<file path="src/rtl/alu_mc_pkg.sv">
// Shared types for the multi-cycle ALU: opcode enum, flag bundle, FSM states.
// ALU_WIDTH sets the default word width used by alu_mc, alu_mc_if and the testbench.
package alu_mc_pkg;

  localparam int ALU_WIDTH = 8;

  typedef logic [ALU_WIDTH-1:0] word_t;

  // Codes 0..6 keep their original values from the single-cycle ALU.
  typedef enum logic [3:0] {
    OP_ADD  = 4'd0,
    OP_SUB  = 4'd1,
    OP_AND  = 4'd2,
    OP_OR   = 4'd3,
    OP_NOT  = 4'd4,
    OP_SLT  = 4'd5,
    OP_NOP  = 4'd6,
    OP_XOR  = 4'd7,
    OP_SLTS = 4'd8,
    OP_SHL  = 4'd9,
    OP_SHR  = 4'd10,
    OP_MUL  = 4'd11,
    OP_DIV  = 4'd12,
    OP_MOD  = 4'd13
  } e_alu_op;

  typedef struct packed {
    logic zero;
    logic carry;
    logic overflow;
    logic negative;
    logic div0;
  } alu_flags_t;

  typedef enum logic [1:0] {
    ST_IDLE = 2'd0,
    ST_BUSY = 2'd1,
    ST_DONE = 2'd2
  } state_t;

  function automatic logic is_muldiv(input e_alu_op op);
    return op inside {OP_MUL, OP_DIV, OP_MOD};
  endfunction

endpackage

</file>
<file path="src/rtl/alu_mc_if.sv">
// Request/response bundle between the control unit (master) and the ALU (slave).
interface alu_mc_if
  import alu_mc_pkg::*;
#(
  parameter int WIDTH = ALU_WIDTH
);
  logic             in_valid;
  logic             in_ready;
  e_alu_op          op;
  logic [WIDTH-1:0] src_a;
  logic [WIDTH-1:0] src_b;
  logic             out_valid;
  logic             out_ready;
  logic [WIDTH-1:0] result;
  logic             zero;
  logic             carry;
  logic             overflow;
  logic             negative;
  logic             div0;

  modport master (
    output in_valid, op, src_a, src_b, out_ready,
    input  in_ready, out_valid, result, zero, carry, overflow, negative, div0
  );

  modport slave (
    input  in_valid, op, src_a, src_b, out_ready,
    output in_ready, out_valid, result, zero, carry, overflow, negative, div0
  );
endinterface

</file>
<file path="src/rtl/alu_mc_muldiv_iter.sv">
// Iterative unit: shift-add multiply (mode=0) or restoring divide (mode=1), one bit per cycle.
// The first step runs on the start edge so done arrives WIDTH-1 cycles later; built only with ALU_MULDIV_EN.
`ifdef ALU_MULDIV_EN
module alu_muldiv_iter #(
  parameter int WIDTH = 8
) (
  input  logic             clk,
  input  logic             rst,
  input  logic             start,
  input  logic             mode,
  input  logic [WIDTH-1:0] a,
  input  logic [WIDTH-1:0] b,
  output logic             busy,
  output logic             done,
  output logic [WIDTH-1:0] lo,
  output logic [WIDTH-1:0] hi
);
  localparam int CW = $clog2(WIDTH + 1);

  logic [CW-1:0]    cnt;
  logic             mode_q;
  logic [WIDTH-1:0] b_q;
  logic             load;
  logic             cur_mode;
  logic [WIDTH-1:0] cur_hi, cur_lo, cur_b;
  logic [WIDTH:0]   madd, dsh;
  logic [WIDTH-1:0] dsub;
  logic             dge;
  logic [WIDTH-1:0] nxt_hi, nxt_lo;

  assign load     = start && !busy;
  assign cur_mode = load ? mode : mode_q;
  assign cur_hi   = load ? '0 : hi;
  assign cur_lo   = load ? a : lo;
  assign cur_b    = load ? b : b_q;

  // {hi,lo} is the product register for multiply and {remainder,quotient} for divide.
  assign madd = {1'b0, cur_hi} + (cur_lo[0] ? {1'b0, cur_b} : '0);
  assign dsh  = {cur_hi, cur_lo[WIDTH-1]};
  assign dge  = dsh >= {1'b0, cur_b};
  assign dsub = WIDTH'(dsh - {1'b0, cur_b});

  assign nxt_hi = cur_mode ? (dge ? dsub : dsh[WIDTH-1:0]) : madd[WIDTH:1];
  assign nxt_lo = cur_mode ? {cur_lo[WIDTH-2:0], dge} : {madd[0], cur_lo[WIDTH-1:1]};

  always_ff @(posedge clk) begin
    if (rst) begin
      busy   <= 1'b0;
      done   <= 1'b0;
      cnt    <= '0;
      mode_q <= 1'b0;
      b_q    <= '0;
      hi     <= '0;
      lo     <= '0;
    end else begin
      done <= 1'b0;
      if (load) begin
        busy   <= 1'b1;
        cnt    <= CW'(WIDTH - 1);
        mode_q <= mode;
        b_q    <= b;
        hi     <= nxt_hi;
        lo     <= nxt_lo;
      end else if (busy) begin
        hi  <= nxt_hi;
        lo  <= nxt_lo;
        cnt <= cnt - 1'b1;
        if (cnt == CW'(1)) begin
          busy <= 1'b0;
          done <= 1'b1;
        end
      end
    end
  end
endmodule
`endif

</file>
<file path="src/rtl/alu_mc.sv">
// Multi-cycle ALU: single-cycle ops registered in one cycle; MUL/DIV/MOD iterate WIDTH+1 cycles
// when ALU_MULDIV_EN is defined, otherwise they return 0 in one cycle. Result held until out_ready.
module alu_mc
  import alu_mc_pkg::*;
#(
  parameter int WIDTH   = ALU_WIDTH,
  parameter int SHAMT_W = $clog2(WIDTH)
) (
  input logic     clk,
  input logic     rst,
  alu_mc_if.slave bus
);
  state_t           state_q, state_d;
  logic [WIDTH-1:0] result_q;
  alu_flags_t       flags_q;
  logic             accept, load;
  logic [WIDTH-1:0] a, b;
  logic [WIDTH:0]   sum, diff;
  logic [WIDTH-1:0] sc_res, res_n;
  logic             sc_carry, sc_ovf, carry_n, ovf_n, div0_n;

  assign a    = bus.src_a;
  assign b    = bus.src_b;
  assign sum  = {1'b0, a} + {1'b0, b};
  assign diff = {1'b0, a} - {1'b0, b};

  assign bus.in_ready = (state_q == ST_IDLE) || (state_q == ST_DONE && bus.out_ready);
  assign accept       = bus.in_valid && bus.in_ready;

  always_comb begin
    sc_res   = '0;
    sc_carry = 1'b0;
    sc_ovf   = 1'b0;
    case (bus.op)
      OP_ADD: begin
        sc_res   = sum[WIDTH-1:0];
        sc_carry = sum[WIDTH];
        sc_ovf   = (a[WIDTH-1] == b[WIDTH-1]) && (sum[WIDTH-1] != a[WIDTH-1]);
      end
      OP_SUB: begin
        sc_res   = diff[WIDTH-1:0];
        sc_carry = diff[WIDTH];
        sc_ovf   = (a[WIDTH-1] != b[WIDTH-1]) && (diff[WIDTH-1] != a[WIDTH-1]);
      end
      OP_AND:  sc_res = a & b;
      OP_OR:   sc_res = a | b;
      OP_XOR:  sc_res = a ^ b;
      OP_NOT:  sc_res = ~b;
      OP_SLT:  sc_res = {{(WIDTH-1){1'b0}}, (a < b)};
      OP_SLTS: sc_res = {{(WIDTH-1){1'b0}}, ($signed(a) < $signed(b))};
      OP_SHL:  sc_res = a << b[SHAMT_W-1:0];
      OP_SHR:  sc_res = a >> b[SHAMT_W-1:0];
      OP_NOP:  sc_res = a;
      default: sc_res = '0;
    endcase
  end

`ifdef ALU_MULDIV_EN
  e_alu_op          op_q;
  logic             b_zero_q;
  logic             it_start, it_busy, it_done;
  logic [WIDTH-1:0] it_lo, it_hi;

  assign it_start = accept && is_muldiv(bus.op);

  alu_muldiv_iter #(.WIDTH(WIDTH)) u_iter (
    .clk   (clk),
    .rst   (rst),
    .start (it_start),
    .mode  (bus.op != OP_MUL),
    .a     (a),
    .b     (b),
    .busy  (it_busy),
    .done  (it_done),
    .lo    (it_lo),
    .hi    (it_hi)
  );

  always_ff @(posedge clk) begin
    if (rst) begin
      op_q     <= OP_NOP;
      b_zero_q <= 1'b0;
    end else if (it_start) begin
      op_q     <= bus.op;
      b_zero_q <= (b == '0);
    end
  end
`endif

  always_comb begin
    state_d = state_q;
    load    = 1'b0;
    res_n   = sc_res;
    carry_n = sc_carry;
    ovf_n   = sc_ovf;
    div0_n  = 1'b0;
    case (state_q)
      ST_IDLE, ST_DONE: begin
        if (accept) begin
`ifdef ALU_MULDIV_EN
          if (is_muldiv(bus.op)) begin
            state_d = ST_BUSY;
          end else begin
            state_d = ST_DONE;
            load    = 1'b1;
          end
`else
          state_d = ST_DONE;
          load    = 1'b1;
`endif
        end else if (bus.out_ready) begin
          state_d = ST_IDLE;
        end
      end
`ifdef ALU_MULDIV_EN
      ST_BUSY: begin
        // Divide-by-zero needs no special case: the restoring loop yields all ones / A.
        res_n   = (op_q == OP_MOD) ? it_hi : it_lo;
        carry_n = (op_q == OP_MUL) && (it_hi != '0);
        ovf_n   = 1'b0;
        div0_n  = (op_q != OP_MUL) && b_zero_q;
        if (it_done) begin
          state_d = ST_DONE;
          load    = 1'b1;
        end else if (!it_busy) begin
          state_d = ST_IDLE;
        end
      end
`endif
      default: state_d = ST_IDLE;
    endcase
  end

  always_ff @(posedge clk) begin
    if (rst) begin
      state_q  <= ST_IDLE;
      result_q <= '0;
      flags_q  <= '0;
    end else begin
      state_q <= state_d;
      if (load) begin
        result_q          <= res_n;
        flags_q.zero      <= (res_n == '0);
        flags_q.carry     <= carry_n;
        flags_q.overflow  <= ovf_n;
        flags_q.negative  <= res_n[WIDTH-1];
        flags_q.div0      <= div0_n;
      end
    end
  end

  assign bus.out_valid = (state_q == ST_DONE);
  assign bus.result    = result_q;
  assign bus.zero      = flags_q.zero;
  assign bus.carry     = flags_q.carry;
  assign bus.overflow  = flags_q.overflow;
  assign bus.negative  = flags_q.negative;
  assign bus.div0      = flags_q.div0;
endmodule

</file>
<file path="src/flat_wrapper.sv">
// flat-port wrapper written by rule: the top's interface ports become plain ports
module alu_mc_flat import alu_mc_pkg::*;
#(
  parameter int WIDTH   = ALU_WIDTH,
  parameter int SHAMT_W = $clog2(WIDTH)
)
  (clk, rst, bus_in_valid, bus_op, bus_src_a, bus_src_b, bus_out_ready, bus_in_ready, bus_out_valid, bus_result, bus_zero, bus_carry, bus_overflow, bus_negative, bus_div0);
  alu_mc_if #(.WIDTH(WIDTH)) bus_i ();
  input logic clk;
  input logic rst;
  input wire logic [$bits(bus_i.in_valid)-1:0] bus_in_valid;
  input wire logic [$bits(bus_i.op)-1:0] bus_op;
  input wire logic [$bits(bus_i.src_a)-1:0] bus_src_a;
  input wire logic [$bits(bus_i.src_b)-1:0] bus_src_b;
  input wire logic [$bits(bus_i.out_ready)-1:0] bus_out_ready;
  output wire logic [$bits(bus_i.in_ready)-1:0] bus_in_ready;
  output wire logic [$bits(bus_i.out_valid)-1:0] bus_out_valid;
  output wire logic [$bits(bus_i.result)-1:0] bus_result;
  output wire logic [$bits(bus_i.zero)-1:0] bus_zero;
  output wire logic [$bits(bus_i.carry)-1:0] bus_carry;
  output wire logic [$bits(bus_i.overflow)-1:0] bus_overflow;
  output wire logic [$bits(bus_i.negative)-1:0] bus_negative;
  output wire logic [$bits(bus_i.div0)-1:0] bus_div0;
  assign bus_i.in_valid = bus_in_valid;
  assign bus_i.op = bus_op;
  assign bus_i.src_a = bus_src_a;
  assign bus_i.src_b = bus_src_b;
  assign bus_i.out_ready = bus_out_ready;
  assign bus_in_ready = bus_i.in_ready;
  assign bus_out_valid = bus_i.out_valid;
  assign bus_result = bus_i.result;
  assign bus_zero = bus_i.zero;
  assign bus_carry = bus_i.carry;
  assign bus_overflow = bus_i.overflow;
  assign bus_negative = bus_i.negative;
  assign bus_div0 = bus_i.div0;
  alu_mc #(.WIDTH(WIDTH), .SHAMT_W(SHAMT_W)) u_core (.clk(clk), .rst(rst), .bus(bus_i));
endmodule
</file>
<file path="config.mk">
export PLATFORM = sky130hd
export DESIGN_NAME = alu_mc_flat
export DESIGN_NICKNAME = d
export VERILOG_FILES = /design/src/rtl/alu_mc_pkg.sv /design/src/rtl/alu_mc_if.sv /design/src/rtl/alu_mc_muldiv_iter.sv /design/src/rtl/alu_mc.sv /design/src/flat_wrapper.sv
export SDC_FILE = /design/constraint.sdc
export NUM_CORES = 1
export LEC_CHECK = 0
export ABC_AREA = 1
export CORE_ASPECT_RATIO = 0.8
export CORE_MARGIN = 4
export CORE_UTILIZATION = 40
export CTS_CLUSTER_DIAMETER = 40
export DETAILED_ROUTE_END_ITERATION = 10
export GPL_TIMING_DRIVEN = 0
export PLACE_DENSITY = 0.63
export SLEW_MARGIN = 30
export SYNTH_ARGS = -nofsm -noshare
export SYNTH_HDL_FRONTEND = slang
export SYNTH_SLANG_ARGS = --single-unit
</file>
<file path="constraint.sdc">
create_clock -name clk -period 3.6 [get_ports clk]
set_input_delay 0.72 -clock clk [delete_from_list [all_inputs] [get_ports clk]]
set_output_delay 0.72 -clock clk [all_outputs]
set_load 0.02 [all_outputs]
</file>
==> impl_results.md <==
* Outcome: complete, no violations
* Synthesis-to-finish area growth at 20.5%
* Die Width at 95.9 um
* Final period util at 88.4%
* Pleak at 1.67 nW
* Root Buffer: clkbuf_8
* Via count at 3,094
* Synth Flop Type: dfxtp_1
* Post-layout net count at 569
* Most numerous cell in the Yosys netlist: nand2_1
* Post-DP Area at 0.00293 sq mm
* YS warnings at 0
* First-pass GRT wire length at 14,100 um
* CP startpoint kind: input pin
* Fin. max-slew vios at 0
* Proportion of layout cells with a drive suffix above 1 at 4.84%
* Largest family of logic cells by synthesized area: simple AND/OR/NAND/NOR gates
* Mux contribution to synthesized area at 0%
* Worst-path fanout max at 5
* Tmin final at 3180 ps
* Required time of the critical path at 3780 ps
* Most frequent cells after synthesis: 163 x nand2_1, 79 x nand3_1, 68 x nor2_1
* Antenna Nets Post-Route at 0
* RSZ-0062 raised after global routing: no
* CTS sink cnt at 12
* Layout fillers at 689
* Gr usage total at 23.8%
* Via density at 5.18
* Post-route total power at 618 uW
* Total Wirelength at 8550 um
* FP Rows at 25
* Initial antenna violation count at 0
* Post-route cell area at 0.00298 sq mm
* Post-synth top area share at 24.8%
* Num CTS Buffers at 3
* Count of cell types in the netlist at 27
* Arr. time, crit path at 3360 ps
* Iter 0 DRT Violations at 279
* Post-Synth Simple-Gate Area at 56.8%
* Power density over the cells at 208 mW/mm^2
* Slew @ Worst Pin at 705 ps
* VDD IR max at 0.156 mV
* # H-tree levels at 1
* Largest net degree at the start of global routing at 12
* Clock tree buffer depth at 2
* TritonCTS clock tree: done
* Final estimated routing congestion in global placement at 1.00
* Detailed-route DRC error count at 0
* Hold crit path type: flop to flop
* Pre-Repair DR Iteration Count at 5
* Post-synth EDFFs at 0
* Core Footprint at 0.00594 sq mm
* Max Cap Viol at 0
* Rel. slew slack at 52.8%
* Final hold violations at 0
* Antenna diodes at 0
* Final Util at 50.1%
* Vias in the first global route at 2,785
* Post-Syn Area per Cell at 5.18 sq um
* Synth area leader: nand2_1
* IO Pins at 39
* Clock Latency Late Sink at 240 ps
* Placed wire-length estimate at 7130 um
* Finish-stage setup viols at 0
* Adder-cell share of the synthesized area at 14.3%
* Grt ovf at 0
* Register bit total from synthesis at 12
* Cell Area, Synth at 0.00247 sq mm
* Sequential area share after synthesis at 9.73%
* Setup TNS at 0 ps
* Post-synthesis xor/xnor area fraction at 0.709%
* Clock transition at the registers of the reported paths at 50 ps
* Die height at 78.3 um
* Cells after Synth at 477
* Post-Syn Nets at 528
* Cts hold-fix bufs at 0
* Max Clock Freq at 0.314 GHz
* Main area contributors after synthesis: nand2_1 25%, nand3_1 16%, ha_1 13%, nor2_1 10%, dfxtp_1 9.7%
* Kind of critical path: input pin to flop
* Skew final at 1.31 ps
* Ys async rst share at 0%
* IO buf count at 36
* Die area at 0.00750 sq mm
* Routed length per placed instance at 14.3 um
* Starting Density at 41.6%
* Synth Area in Compound Gates at 5.67%
* Setup crit end kind: flop
[through the flow]
stage / hold slack, ps / cells / setup slack, ps
final: 496 / 597 / 417
after global placement: 489 / 594 / 85.1
after CTS: 500 / 597 / 297
after global routing: 557 / 597 / 162
after floorplan: 611 / 477 / 1280
after detailed placement: 481 / 594 / 55.3
[path summary, 6_finish.rpt]
check                          from              endpoint  slack (ps)  depth (start not counted)
setup reg to reg  u_core.state_q[1]  u_core.bus.result[3]        1960                          7
setup / recovery       bus_src_a[0]       u_core.bus.zero         420                         15
hold / removal     u_core.bus.carry      u_core.bus.carry         500                          2
hold reg to reg    u_core.bus.carry      u_core.bus.carry         500                          2
[critical path, stage by stage]
cell	delay, ps
clkdlybuf4s50_1	600
inv_1	120
ha_1	220
fa_1	430
o21ai_1	340
nand3b_1	210
nand2_1	100
nand2_1	50
nand2_1	70
nand3_1	110
nor2_1	120
nand2_1	70
nor2_1	90
nor2_1	50
nor2_1	70
[routing by layer]
layer	track usage, %	share of wire, %	up-vias
met5	0	0	-
met2	34.5	40	142
met3	4.31	9.3	6
met4	2.70	0.81	0
li1	-	-	1574
met1	37.0	50	1372
[kinds of logic after synthesis]
| logic type | Yosys count |
|---|---|
| adder cells (fa/ha/maj) | 27 |
| other | 1 |
| XOR/XNOR | 2 |
| flip-flops | 12 |
| AND/OR/NAND/NOR | 330 |
| AO/OA/AOI/OAI | 26 |
| buffers and inverters | 79 |
[registers in the layout (all words and copies together), names as in the netlist]
name and flops:
u_core.state_q 1, u_core.bus.carry 1, u_core.bus.overflow 1, u_core.bus.zero 1
u_core.bus.negative 1, u_core.bus.result 7
[placed cells by master, fill, tap and decap left out, types with 3 or more instances in the layout]
master | netlist | layout
nor2_2 | 5 | 5
o211ai_1 | 3 | 3
a21oi_1 | 8 | 8
nand3_1 | 79 | 79
nand4_1 | 3 | 3
o21ai_0 | 13 | 13
inv_2 | 3 | 3
nand3b_1 | 5 | 5
nor2_1 | 68 | 68
dfxtp_1 | 12 | 12
nand2_1 | 163 | 163
inv_1 | 64 | 64
ha_1 | 25 | 25
clkbuf_8 | 0 | 3
buf_2 | 7 | 7
clkdlybuf4s50_1 | 0 | 35
[what timing repair did]
action / 4_1_cts / 5_1_grt
resized for setup: 0 / 1
endpoints found under the setup margin: 0 / 1
buffers inserted: 0 / 0
endpoints found under the hold margin: 0 / 0
[area by class of cell]
type | instances | area [sq um] | area share, %
Buffer | 12 | 61.3 | 2.06
Clock buffer | 3 | 41.3 | 1.39
Inverter | 67 | 251 | 8.45
Multi-Input combinational cell | 386 | 1920 | 64.4
Sequential cell | 12 | 240 | 8.07
Tap cell | 81 | 101 | 3.41
Timing Repair Buffer | 36 | 363 | 12.2
[where the power goes]
part           leakage (nW)  switching (mW)  internal, mW
Clock                0.0216          0.0499        0.0738
Combinational          1.55           0.221         0.125
Sequential           0.0991         0.00500         0.144
Total                  1.67           0.276         0.343
(Power assumes the default switching activity.)
